### src/rtl/fetch_queue_if.sv
// Instruction-memory bus between the fetch front end and instruction memory.
// Single outstanding request; responses come back in order, at least one cycle later.
interface fetch_queue_if;
    logic        req;
    logic [31:0] addr;
    logic        rvalid;
    logic [31:0] rdata;

    modport master (
        output req,
        output addr,
        input  rvalid,
        input  rdata
    );

    modport slave (
        input  req,
        input  addr,
        output rvalid,
        output rdata
    );
endinterface

### src/rtl/fetch_queue.sv
// Fetch-stage front end: holds the fetch PC, issues one instruction request at a time,
// buffers returned words in a prefetch FIFO and drives the decode pipeline register.
module fetch_queue #(
    parameter logic [31:0] RESET_PC = 32'h0000_0000,
    parameter int          DEPTH    = 4
) (
    input  logic           clk_i,
    input  logic           rst_i,
    input  logic           redirect_i,
    input  logic [31:0]    redirect_pc_i,
    input  logic           stall_d_i,
    input  logic           flush_d_i,
    fetch_queue_if.master  imem,
    output logic [31:0]    instr_d_o,
    output logic [31:0]    pc_plus_4_d_o,
    output logic           valid_d_o
);

    localparam int PTR_W = (DEPTH > 1) ? $clog2(DEPTH) : 1;
    localparam int CNT_W = PTR_W + 1;
    localparam logic [CNT_W-1:0] DEPTH_C = CNT_W'(DEPTH);

    typedef enum logic [1:0] {
        IDLE,
        WAIT,
        DROP
    } state_e;

    state_e             state_q, state_d;
    logic [31:0]        fetch_pc_q, fetch_pc_d;
    logic [CNT_W-1:0]   count_q, count_d;
    logic [PTR_W-1:0]   wr_ptr_q, wr_ptr_d;
    logic [PTR_W-1:0]   rd_ptr_q, rd_ptr_d;
    logic [31:0]        fifo_instr_q [DEPTH];
    logic [31:0]        fifo_pc4_q   [DEPTH];
    logic [31:0]        instr_q, instr_d;
    logic [31:0]        pc_plus_4_q, pc_plus_4_d;
    logic               valid_q, valid_d;

    logic               redir;
    logic               push;
    logic               pop;
    logic               issue;
    logic [CNT_W-1:0]   count_after_push;

    // A stalled decode stage cannot act on a branch it resolved, so redirects wait for it.
    assign redir = redirect_i & ~stall_d_i;
    assign pop   = ~flush_d_i & ~stall_d_i & ~redir & (count_q != '0);
    assign count_after_push = count_q + CNT_W'(1) - CNT_W'(pop);

    always_comb begin
        state_d = state_q;
        issue   = 1'b0;
        push    = 1'b0;
        case (state_q)
            IDLE: begin
                if (!redir && count_q < DEPTH_C) begin
                    issue   = 1'b1;
                    state_d = WAIT;
                end
            end
            WAIT: begin
                if (imem.rvalid) begin
                    if (redir) begin
                        state_d = IDLE;
                    end else begin
                        push = 1'b1;
                        if (count_after_push < DEPTH_C) begin
                            issue = 1'b1;
                        end else begin
                            state_d = IDLE;
                        end
                    end
                end else if (redir) begin
                    state_d = DROP;
                end
            end
            DROP: begin
                if (imem.rvalid) begin
                    state_d = IDLE;
                end
            end
            default: state_d = IDLE;
        endcase
    end

    // While a request is outstanding fetch_pc already points past it, so it is the response's PC+4.
    always_comb begin
        fetch_pc_d = fetch_pc_q;
        wr_ptr_d   = wr_ptr_q;
        rd_ptr_d   = rd_ptr_q;
        count_d    = count_q;
        if (redir) begin
            fetch_pc_d = redirect_pc_i;
            wr_ptr_d   = '0;
            rd_ptr_d   = '0;
            count_d    = '0;
        end else begin
            if (issue) begin
                fetch_pc_d = fetch_pc_q + 32'd4;
            end
            wr_ptr_d = wr_ptr_q + PTR_W'(push);
            rd_ptr_d = rd_ptr_q + PTR_W'(pop);
            count_d  = count_q + CNT_W'(push) - CNT_W'(pop);
        end
    end

    always_comb begin
        instr_d     = instr_q;
        pc_plus_4_d = pc_plus_4_q;
        valid_d     = valid_q;
        if (flush_d_i) begin
            instr_d = '0;
            valid_d = 1'b0;
        end else if (!stall_d_i) begin
            if (pop) begin
                instr_d     = fifo_instr_q[rd_ptr_q];
                pc_plus_4_d = fifo_pc4_q[rd_ptr_q];
                valid_d     = 1'b1;
            end else begin
                instr_d = '0;
                valid_d = 1'b0;
            end
        end
    end

    always_ff @(posedge clk_i) begin
        if (rst_i) begin
            state_q     <= IDLE;
            fetch_pc_q  <= RESET_PC;
            count_q     <= '0;
            wr_ptr_q    <= '0;
            rd_ptr_q    <= '0;
            instr_q     <= '0;
            pc_plus_4_q <= '0;
            valid_q     <= 1'b0;
        end else begin
            state_q     <= state_d;
            fetch_pc_q  <= fetch_pc_d;
            count_q     <= count_d;
            wr_ptr_q    <= wr_ptr_d;
            rd_ptr_q    <= rd_ptr_d;
            instr_q     <= instr_d;
            pc_plus_4_q <= pc_plus_4_d;
            valid_q     <= valid_d;
        end
    end

    always_ff @(posedge clk_i) begin
        if (!rst_i && push && !redir) begin
            fifo_instr_q[wr_ptr_q] <= imem.rdata;
            fifo_pc4_q[wr_ptr_q]   <= fetch_pc_q;
        end
    end

    assign imem.req      = issue & ~rst_i;
    assign imem.addr     = rst_i ? RESET_PC : fetch_pc_q;
    assign instr_d_o     = instr_q;
    assign pc_plus_4_d_o = pc_plus_4_q;
    assign valid_d_o     = valid_q;

endmodule

### src/flat_wrapper.sv
// flat-port wrapper written by rule: the top's interface ports become plain ports
module fetch_queue_flat 
#(
    parameter logic [31:0] RESET_PC = 32'h0000_0000,
    parameter int          DEPTH    = 4
)
  (clk_i, rst_i, redirect_i, redirect_pc_i, stall_d_i, flush_d_i, instr_d_o, pc_plus_4_d_o, valid_d_o, imem_req, imem_addr, imem_rvalid, imem_rdata);
  fetch_queue_if imem_i ();
  input  logic clk_i;
  input  logic rst_i;
  input  logic redirect_i;
  input  logic [31:0] redirect_pc_i;
  input  logic stall_d_i;
  input  logic flush_d_i;
  output logic [31:0] instr_d_o;
  output logic [31:0] pc_plus_4_d_o;
  output logic valid_d_o;
  output wire logic [$bits(imem_i.req)-1:0] imem_req;
  output wire logic [$bits(imem_i.addr)-1:0] imem_addr;
  input wire logic [$bits(imem_i.rvalid)-1:0] imem_rvalid;
  input wire logic [$bits(imem_i.rdata)-1:0] imem_rdata;
  assign imem_req = imem_i.req;
  assign imem_addr = imem_i.addr;
  assign imem_i.rvalid = imem_rvalid;
  assign imem_i.rdata = imem_rdata;
  fetch_queue #(.RESET_PC(RESET_PC), .DEPTH(DEPTH)) u_core (.clk_i(clk_i), .rst_i(rst_i), .redirect_i(redirect_i), .redirect_pc_i(redirect_pc_i), .stall_d_i(stall_d_i), .flush_d_i(flush_d_i), .imem(imem_i), .instr_d_o(instr_d_o), .pc_plus_4_d_o(pc_plus_4_d_o), .valid_d_o(valid_d_o));
endmodule
### config.mk
export PLATFORM = sky130hd
export DESIGN_NAME = fetch_queue_flat
export DESIGN_NICKNAME = d
export VERILOG_FILES = /design/src/rtl/fetch_queue_if.sv /design/src/rtl/fetch_queue.sv /design/src/flat_wrapper.sv
export SDC_FILE = /design/constraint.sdc
export NUM_CORES = 1
export LEC_CHECK = 0
export CORE_MARGIN = 2
export CORE_UTILIZATION = 47
export CTS_BUF_LIST = sky130_fd_sc_hd__clkbuf_16
export CTS_CLUSTER_SIZE = 16
export DETAILED_ROUTE_END_ITERATION = 6
export GPL_ROUTABILITY_DRIVEN = 0
export PLACE_DENSITY = 0.78
export SLEW_MARGIN = 20
export SYNTH_ARGS = -nofsm -noshare
export SYNTH_HDL_FRONTEND = slang
export SYNTH_SLANG_ARGS = --single-unit
### constraint.sdc
create_clock -name clk_i -period 10.15 [get_ports clk_i]
set_input_delay 2.5375 -clock clk_i [delete_from_list [all_inputs] [get_ports clk_i]]
set_output_delay 2.5375 -clock clk_i [all_outputs]
set_load 0.02 [all_outputs]
==> summary.md, run 1 <==
| Metric | Value |
|---|---|
| Endpoints failing setup | 0 |
| Detailed Place HPWL | 17.8 mm |
| Synthesized net count | 970 |
| Slew Viols, Final | 0 |
| Leakage | 5.45 nW |
| FF-to-FF Start | u_core.count_q[2] |
| WP data arrival | 5.73 ns |
| Most frequent cells in the layout | edfxtp_1, clkdlybuf4s50_1, dfxtp_1 |
| Vias per inst | 5.59 |
| Number of library cell types mapped by synthesis | 43 |
| Initial antenna violation count | 1 |
| Cells after DPL | roughly 1400 |
| Mean cell area of the mapped netlist | 15.6 um^2 |
| CTS buffer count | 38 |
| Height of the die | 176 um |
| PD cells | roughly 180 mW/mm^2 |
| Cell Area, Synth | 0.0139 mm^2 |
| Dpl cell area | approximately 0.016 mm^2 |
| WL per Instance | 20.4 um |
| Max FO, Critical Path | 35 |
| Largest net degree at the start of global routing | between 60 and 70 |
| Highest-delay cell along the critical path | clkdlybuf4s50_1 |
| Antenna-violating nets left | 0 |
| I/O pins | 168 |
| CTS Root Cell | clkbuf_16 |
| Final Util | 0.593 |
| Worst path most repeated cell | clkdlybuf4s50_1 |
| CTS Hold Buffers Added | 0 |
| Design area | 0.0172 mm^2 |
| Cells on worst reg2reg path | 9 |
| Worst-path cell chain | clkdlybuf4s50_1 -> or4_1 -> buf_4 -> ha_1 -> a21bo_2 -> a22o_1 -> nor3_1 -> clkdlybuf4s50_1 |
| RSZ-0062 raised after global routing | no |
| CTS-repair resized insts | 0 |
| Largest buffer count on any clock path | 3 |
| Post-route DRC | 0 |
| Seq/Total Area, Yosys | 0.705 |
| Worst setup path endpoint | imem_req |
| Reg clk slew, reported paths | 0.06 ns |
| Final Hold Fails | 0 |
| Normalized max-slew margin | 0.316 |
| Fillers | 2149 |
| Routed via count | a little over 8000 |
| Post-synth EDFFs | approximately 260 |
| 1st-iter DRT viols | between 600 and 700 |
| Area grow syn2layout | 23.3% |
| CTS Sinks | 362 |
| Synth Instances | slightly below 900 |
| DR pass1 iterations | 6 |
| Maxcap violations | 0 |
| Critical path class | input pin to output port |
| Clock tree from TritonCTS | done |
| CP startpoint kind | input pin |
| First-pass GRT wire length | 46.0 mm |
| Worst ir drop on vdd | 0.109 mV |
| Tcrit/Tclk final | 0.815 |
| Predominant post-synthesis flop cell | edfxtp_1 |
| Tot GR Track Use | 0.194 |
| Final Non-Filler Cells | 1463 |
| IO Port Bufs | ~170 |
| Fmax | 121 MHz |
| HP Class | register to register |
| Reg area | 0.00982 mm^2 |
| Critical Path RT | 7.61 ns |
| Area of the multi-input gates | 0.00385 mm^2 |
| WL final | 29.8 mm |
| Remaining Overflow, GRT | 0 |
| Ant. Diodes | 0 |
| Share of cells above drive strength 1 | 0.138 |
| Htree depth | 2 |
| Core Area | 0.0289 mm^2 |
| Worst slew pin tran | 1.03 ns |
| # rows | 62 |
| Commonest non-fill, non-tap cell in the layout | edfxtp_1 |
| Biggest area consumer among synthesized cells | edfxtp_1 |
| Worst R2R Setup Slack | 6.92 ns |
| Synthesis-stage register bit count | about 360 |
| Slowest stage delay, CP | 0.67 ns |
| Synth top area cells | edfxtp_1, dfxtp_1, mux4_2 |
| Initial Util | 0.481 |
| Final-stage net count | 1127 |
| Yosys warns | 0 |
| Tmin final | ~8.3 ns |
| Worst Setup End Kind | output port |
| Post-CTS setup-driven buffer insertion count | 0 |
| Die width | between 150 and 200 um |
| Full die area | 0.0310 mm^2 |
| Fin Clk Skew | ~0.019 ns |
| Clk_lat worst skew | 0.51 ns |
| Setup TNS Final | 0 ns |
| Worst Setup SP | stall_d_i |
| Post-synth top area share | 0.552 |
| Number of global-route vias before repair | 8285 |
| Post-synthesis async set-or-reset flop share | 0 |
| Run status | finished, final reports clean |
| R2r endpoint | u_core.fetch_pc_q[14] |
## kinds of logic after synthesis
| group | share of synthesized area |
|---|---|
| DFF | 0.705 |
| and+or+nand+nor | 0.0919 |
| AOI/OAI and AO/OA | 0.0515 |
| buffers and inverters | 0.0203 |
| muxes | 0.105 |
| xor gates and xnor gates | 0.0195 |
| adders and majority gates | 0.00683 |
## worst max-delay path, delay by kind of cell
family                   cells  cell delay (ns)
AO/OA/AOI/OAI                2             0.60
AND/OR/NAND/NOR              2             0.83
buffers and inverters        3             1.46
adder cells (fa/ha/maj)      1             0.29
## where the power goes
| part | total (W) | switching, W | leakage, nW | internal (W) |
|---|---|---|---|---|
| clock network | 0.00136 | 0.000535 | 0.640 | 0.000823 |
| registers | 0.00163 | 0.0000311 | 3.19 | 0.00160 |
| logic | 0.000143 | 0.0000741 | 1.63 | 0.0000685 |
| total | 0.00314 | 0.000641 | 5.45 | 0.00250 |
## flip-flops by register name, indices dropped and copies added, names as in the netlist, 2 cells and up
signal                count
u_core.count_q            3
u_core.fetch_pc_q        32
u_core.fifo_instr_q     128
u_core.fifo_pc4_q       128
u_core.instr_d_o         32
u_core.pc_plus_4_d_o     32
u_core.rd_ptr_q           2
u_core.state_q            2
u_core.wr_ptr_q           2
## through the flow
| stage | setup WS [ns] | hold WS, ns | total power (W) |
|---|---|---|---|
| 6_report | 1.88 | 0.453 | 0.00314 |
| 5_1_grt | 1.74 | 0.472 | 0.00323 |
| 4_1_cts | 1.92 | 0.459 | 0.00316 |
| 3_5_place_dp | 1.96 | 0.451 | 0.00181 |
| 3_3_place_gp | 1.90 | 0.444 | 0.00180 |
| 2_1_floorplan | 1.53 | 0.455 | 0.00173 |
## synthesized netlist by cell type (all sizes together) (2+ instances only)
cell and instances:
nand2 79, xor2 18, nor4 8, a211oi 29, nor2 74, buf 29
and3 7, xnor2 13, nor3 10, ha 6, nor2b 33, nand4 16
nand2b 3, mux4 64, a2111oi 2, nand3 10, and4 8, a21oi 36
mux2i 2, edfxtp 256, dfxtp 106, inv 6, a22oi 33, and2 4
clkbuf 31
## layout make-up
class,count,share of cell area
well taps,384,0.0280
clock inverters,30,0.0152
flip-flops and latches,362,0.572
repair buffers,177,0.102
clock buffers,39,0.0569
multi-input cells,465,0.225
inverters,6,0.00131
## how the worst min path moves through the flow
stage | startpoint | to | slack, ns | cells after the start
after floorplan | u_core.fetch_pc_q[17] | u_core.fifo_pc4_q[0][17] | 0.45 | 0
after global placement | u_core.pc_plus_4_d_o[1] | u_core.pc_plus_4_d_o[1] | 0.44 | 2
after detailed placement | u_core.pc_plus_4_d_o[21] | u_core.pc_plus_4_d_o[21] | 0.45 | 2
after CTS | u_core.pc_plus_4_d_o[1] | u_core.pc_plus_4_d_o[1] | 0.46 | 2
after global routing | u_core.pc_plus_4_d_o[1] | u_core.pc_plus_4_d_o[1] | 0.47 | 2
final | u_core.pc_plus_4_d_o[1] | u_core.pc_plus_4_d_o[1] | 0.45 | 2
## routing by layer
| metal | routed length [um] | vias to the layer above | GRT usage | part of all wire |
|---|---|---|---|---|
| met2 | 14300 | 336 | 0.314 | 0.48 |
| met3 | 2130 | 48 | 0.0388 | 0.071 |
| met1 | 12900 | 4076 | 0.271 | 0.43 |
| li1 | - | 3720 | - | - |
| met5 | 14 | - | 0 | 0.00047 |
| met4 | 495 | 2 | 0.0492 | 0.017 |
Note: power is estimated with default switching activity, not from simulation.
==> run 2: changes to the inputs <==
- PLACE_DENSITY: 0.78 -> 0.81
- clock period: 10.15 -> 6.8 ns (I/O delays scaled with it)
==> run 2 against run 1 <==
Effect of this change:
- combinational power up 50%
- routed wire length increased by 1.7%
- cell count barely moved
- sequential share of layout area is 0.088 points lower
- flip-flop and latch count unchanged
- critical path depth down 1
- via count grew 0.37%
- hold slack got worse by 0.00098 ns
- largest cell class unchanged
- largest power group unchanged
==> summary.md, run 2 (synthesis results as in run 1) <==
| Metric | Value |
|---|---|
| Run status | finished, final reports clean (unchanged) |
| Clk_lat worst skew | 0.52 ns (was 0.51 ns) |
| RSZ-0062 raised after global routing | no (unchanged) |
| Slew Viols, Final | 0 (unchanged) |
| Share of cells above drive strength 1 | 0.144 (was 0.138) |
| CP startpoint kind | input pin (unchanged) |
| Post-route DRC | 0 (unchanged) |
| Final Hold Fails | 0 (unchanged) |
| PD cells | 271 mW/mm^2 (was 183 mW/mm^2) |
| Die width | 176 um (unchanged) |
| Htree depth | 2 (unchanged) |
| Normalized max-slew margin | 0.326 (was 0.316) |
| Clock tree from TritonCTS | done (unchanged) |
| Ant. Diodes | 0 (unchanged) |
| Remaining Overflow, GRT | 0 (unchanged) |
| Tot Pwr | 0.00465 W (was 0.00314 W) |
| Largest net degree at the start of global routing | 73 (was 66) |
| Combinational share of power | 0.046 (about the same) |
| Critical path class | input pin to output port (unchanged) |
| Area grow syn2layout | 23.4% (was 23.3%) |
| I/O pins | 168 (unchanged) |
| Most frequent cells in the layout | edfxtp_1, clkdlybuf4s50_1, dfxtp_1 (unchanged) |
| Full die area | 0.0310 mm^2 (unchanged) |
| Initial Util | 0.481 (unchanged) |
| Worst slew pin tran | 1.01 ns (was 1.03 ns) |
| 1st-iter DRT viols | 793 (was 679) |
| Post-CTS setup-driven buffer insertion count | 0 (unchanged) |
| Cells after DPL | 1395 (was 1394) |
| Height of the die | 176 um (unchanged) |
| CTS buffer count | 37 (was 38) |
| Sw Ratio | 0.208 (was 0.204) |
| Design area | 0.0172 mm^2 (about the same) |
| Antenna-violating nets left | 0 (unchanged) |
| Dpl cell area | 0.0160 mm^2 (was 0.0159 mm^2) |
| Reg clk slew, reported paths | 0.06 ns (about the same) |
| Fillers | 2109 (was 2149) |
| Endpoints failing setup | 0 (unchanged) |
| Fmax | approximately 160 MHz |
| Max FO, Critical Path | 4 (was 35) |
| Largest registers | u_core.fifo_instr_q: 128 flops, u_core.fifo_pc4_q: 128 flops (unchanged) |
| Leakage | 5.43 nW (was 5.45 nW) |
| Final Non-Filler Cells | 1462 (was 1463) |
| Worst Setup End Kind | output port (unchanged) |
| # rows | 62 (unchanged) |
| Maxcap violations | 0 (unchanged) |
| Final hold slack | 0.452 ns (was 0.453 ns) |
| Detailed Place HPWL | 18.5 mm (was 17.8 mm) |
| Final-stage net count | 1127 (unchanged) |
| Fin Clk Skew | 0.0160 ns (was 0.0195 ns) |
| WP data arrival | 4.40 ns (was 5.73 ns) |
| CTS Root Cell | clkbuf_16 (unchanged) |
| WL final | 30.4 mm (was 29.8 mm) |
| Number of global-route vias before repair | 8401 (was 8285) |
| Worst ir drop on vdd | 0.167 mV (was 0.109 mV) |
| Routed via count | 8212 (was 8182) |
| Cell Int Power | 0.00369 W (was 0.00250 W) |
| CTS-repair resized insts | 0 (unchanged) |
| Reg power frac | 0.525 (was 0.521) |
| Largest buffer count on any clock path | 3 (unchanged) |
| Share of total power in the clock network | 0.429 (was 0.433) |
| DR pass1 iterations | 5 (was 6) |
| Tmin final | 6.10 ns |
| CTS Sinks | 362 (unchanged) |
| Tot GR Track Use | 0.198 (was 0.194) |
| Initial antenna violation count | 0 (was 1) |
| HP Class | register to register (unchanged) |
| CTS Hold Buffers Added | 0 (unchanged) |
| WL per Instance | 20.8 um (was 20.4 um) |
| Commonest non-fill, non-tap cell in the layout | edfxtp_1 (unchanged) |
| Setup TNS Final | 0 ns (unchanged) |
| Critical Path RT | 5.10 ns (was 7.61 ns) |
| Vias per inst | 5.62 (was 5.59) |
| Tcrit/Tclk final | 0.897 |
| First-pass GRT wire length | 47.3 mm (was 46.0 mm) |
| NetSw | 0.000969 W (was 0.000641 W) |
| Core Area | 0.0289 mm^2 (unchanged) |
| IO Port Bufs | 167 (unchanged) |
run 2: routing by layer:
| metal | vias up | GRT usage | share of wire |
|---|---|---|---|
| li1 | 3717 | - | - |
| met1 | 4117 | 0.283 | 0.43 |
| met2 | 339 | 0.315 | 0.48 |
| met3 | 39 | 0.0327 | 0.072 |
| met4 | 0 | 0.0606 | 0.019 |
| met5 | - | 0 | 0 |
run 2: through the flow:
step / setup WS [ns] / util
5_1_grt: 0.551 / 0.594
6_report: 0.701 / 0.594
2_1_floorplan: 1.08 / -
3_5_place_dp: 0.703 / 0.552
4_1_cts: 0.676 / 0.594
3_3_place_gp: 0.677 / 0.552
run 2: worst max-delay path, stage by stage:
cell             delay (ns)
clkdlybuf4s50_1        0.53
or4_1                  0.59
ha_1                   0.25
a21bo_2                0.25
a22o_1                 0.20
nor3_1                 0.21
clkdlybuf4s50_1        0.66
run 2: path summary, 6_finish.rpt:
kind                                  from  slack [ns]                       end  cells past startpoint
hold / removal    u_core.pc_plus_4_d_o[26]        0.45  u_core.pc_plus_4_d_o[26]                      2
hold reg to reg   u_core.pc_plus_4_d_o[26]        0.45  u_core.pc_plus_4_d_o[26]                      2
setup reg to reg         u_core.count_q[2]        3.85     u_core.fetch_pc_q[27]                      8
setup / recovery                 stall_d_i        0.70                  imem_req                      7
run 2: cell type report:
class                   instances  area [um^2]  share of cell area
repair buffers                178         1790               0.104
clock buffers                  37          926              0.0539
flip-flops and latches        362         9820               0.571
clock inverters                30          287              0.0167
well taps                     384          480              0.0280
multi-input cells             465         3860               0.225
inverters                       6         22.5             0.00131
run 2: power by group through the flow:
stage,sequential (W),clock [W],combinational [W]
floorplan,0.00247,0,0.000115
finish,0.00244,0.00200,0.000215
global route,0.00245,0.00211,0.000232
detailed placement,0.00249,0,0.000214
CTS,0.00244,0.00202,0.000217
global placement,0.00248,0,0.000211
==> run 3: changes to the inputs <==
- SETUP_SLACK_MARGIN: unset -> 0.05
==> results of run 3 <==
The final DEF is identical to that of run 2; final timing and power are the same.
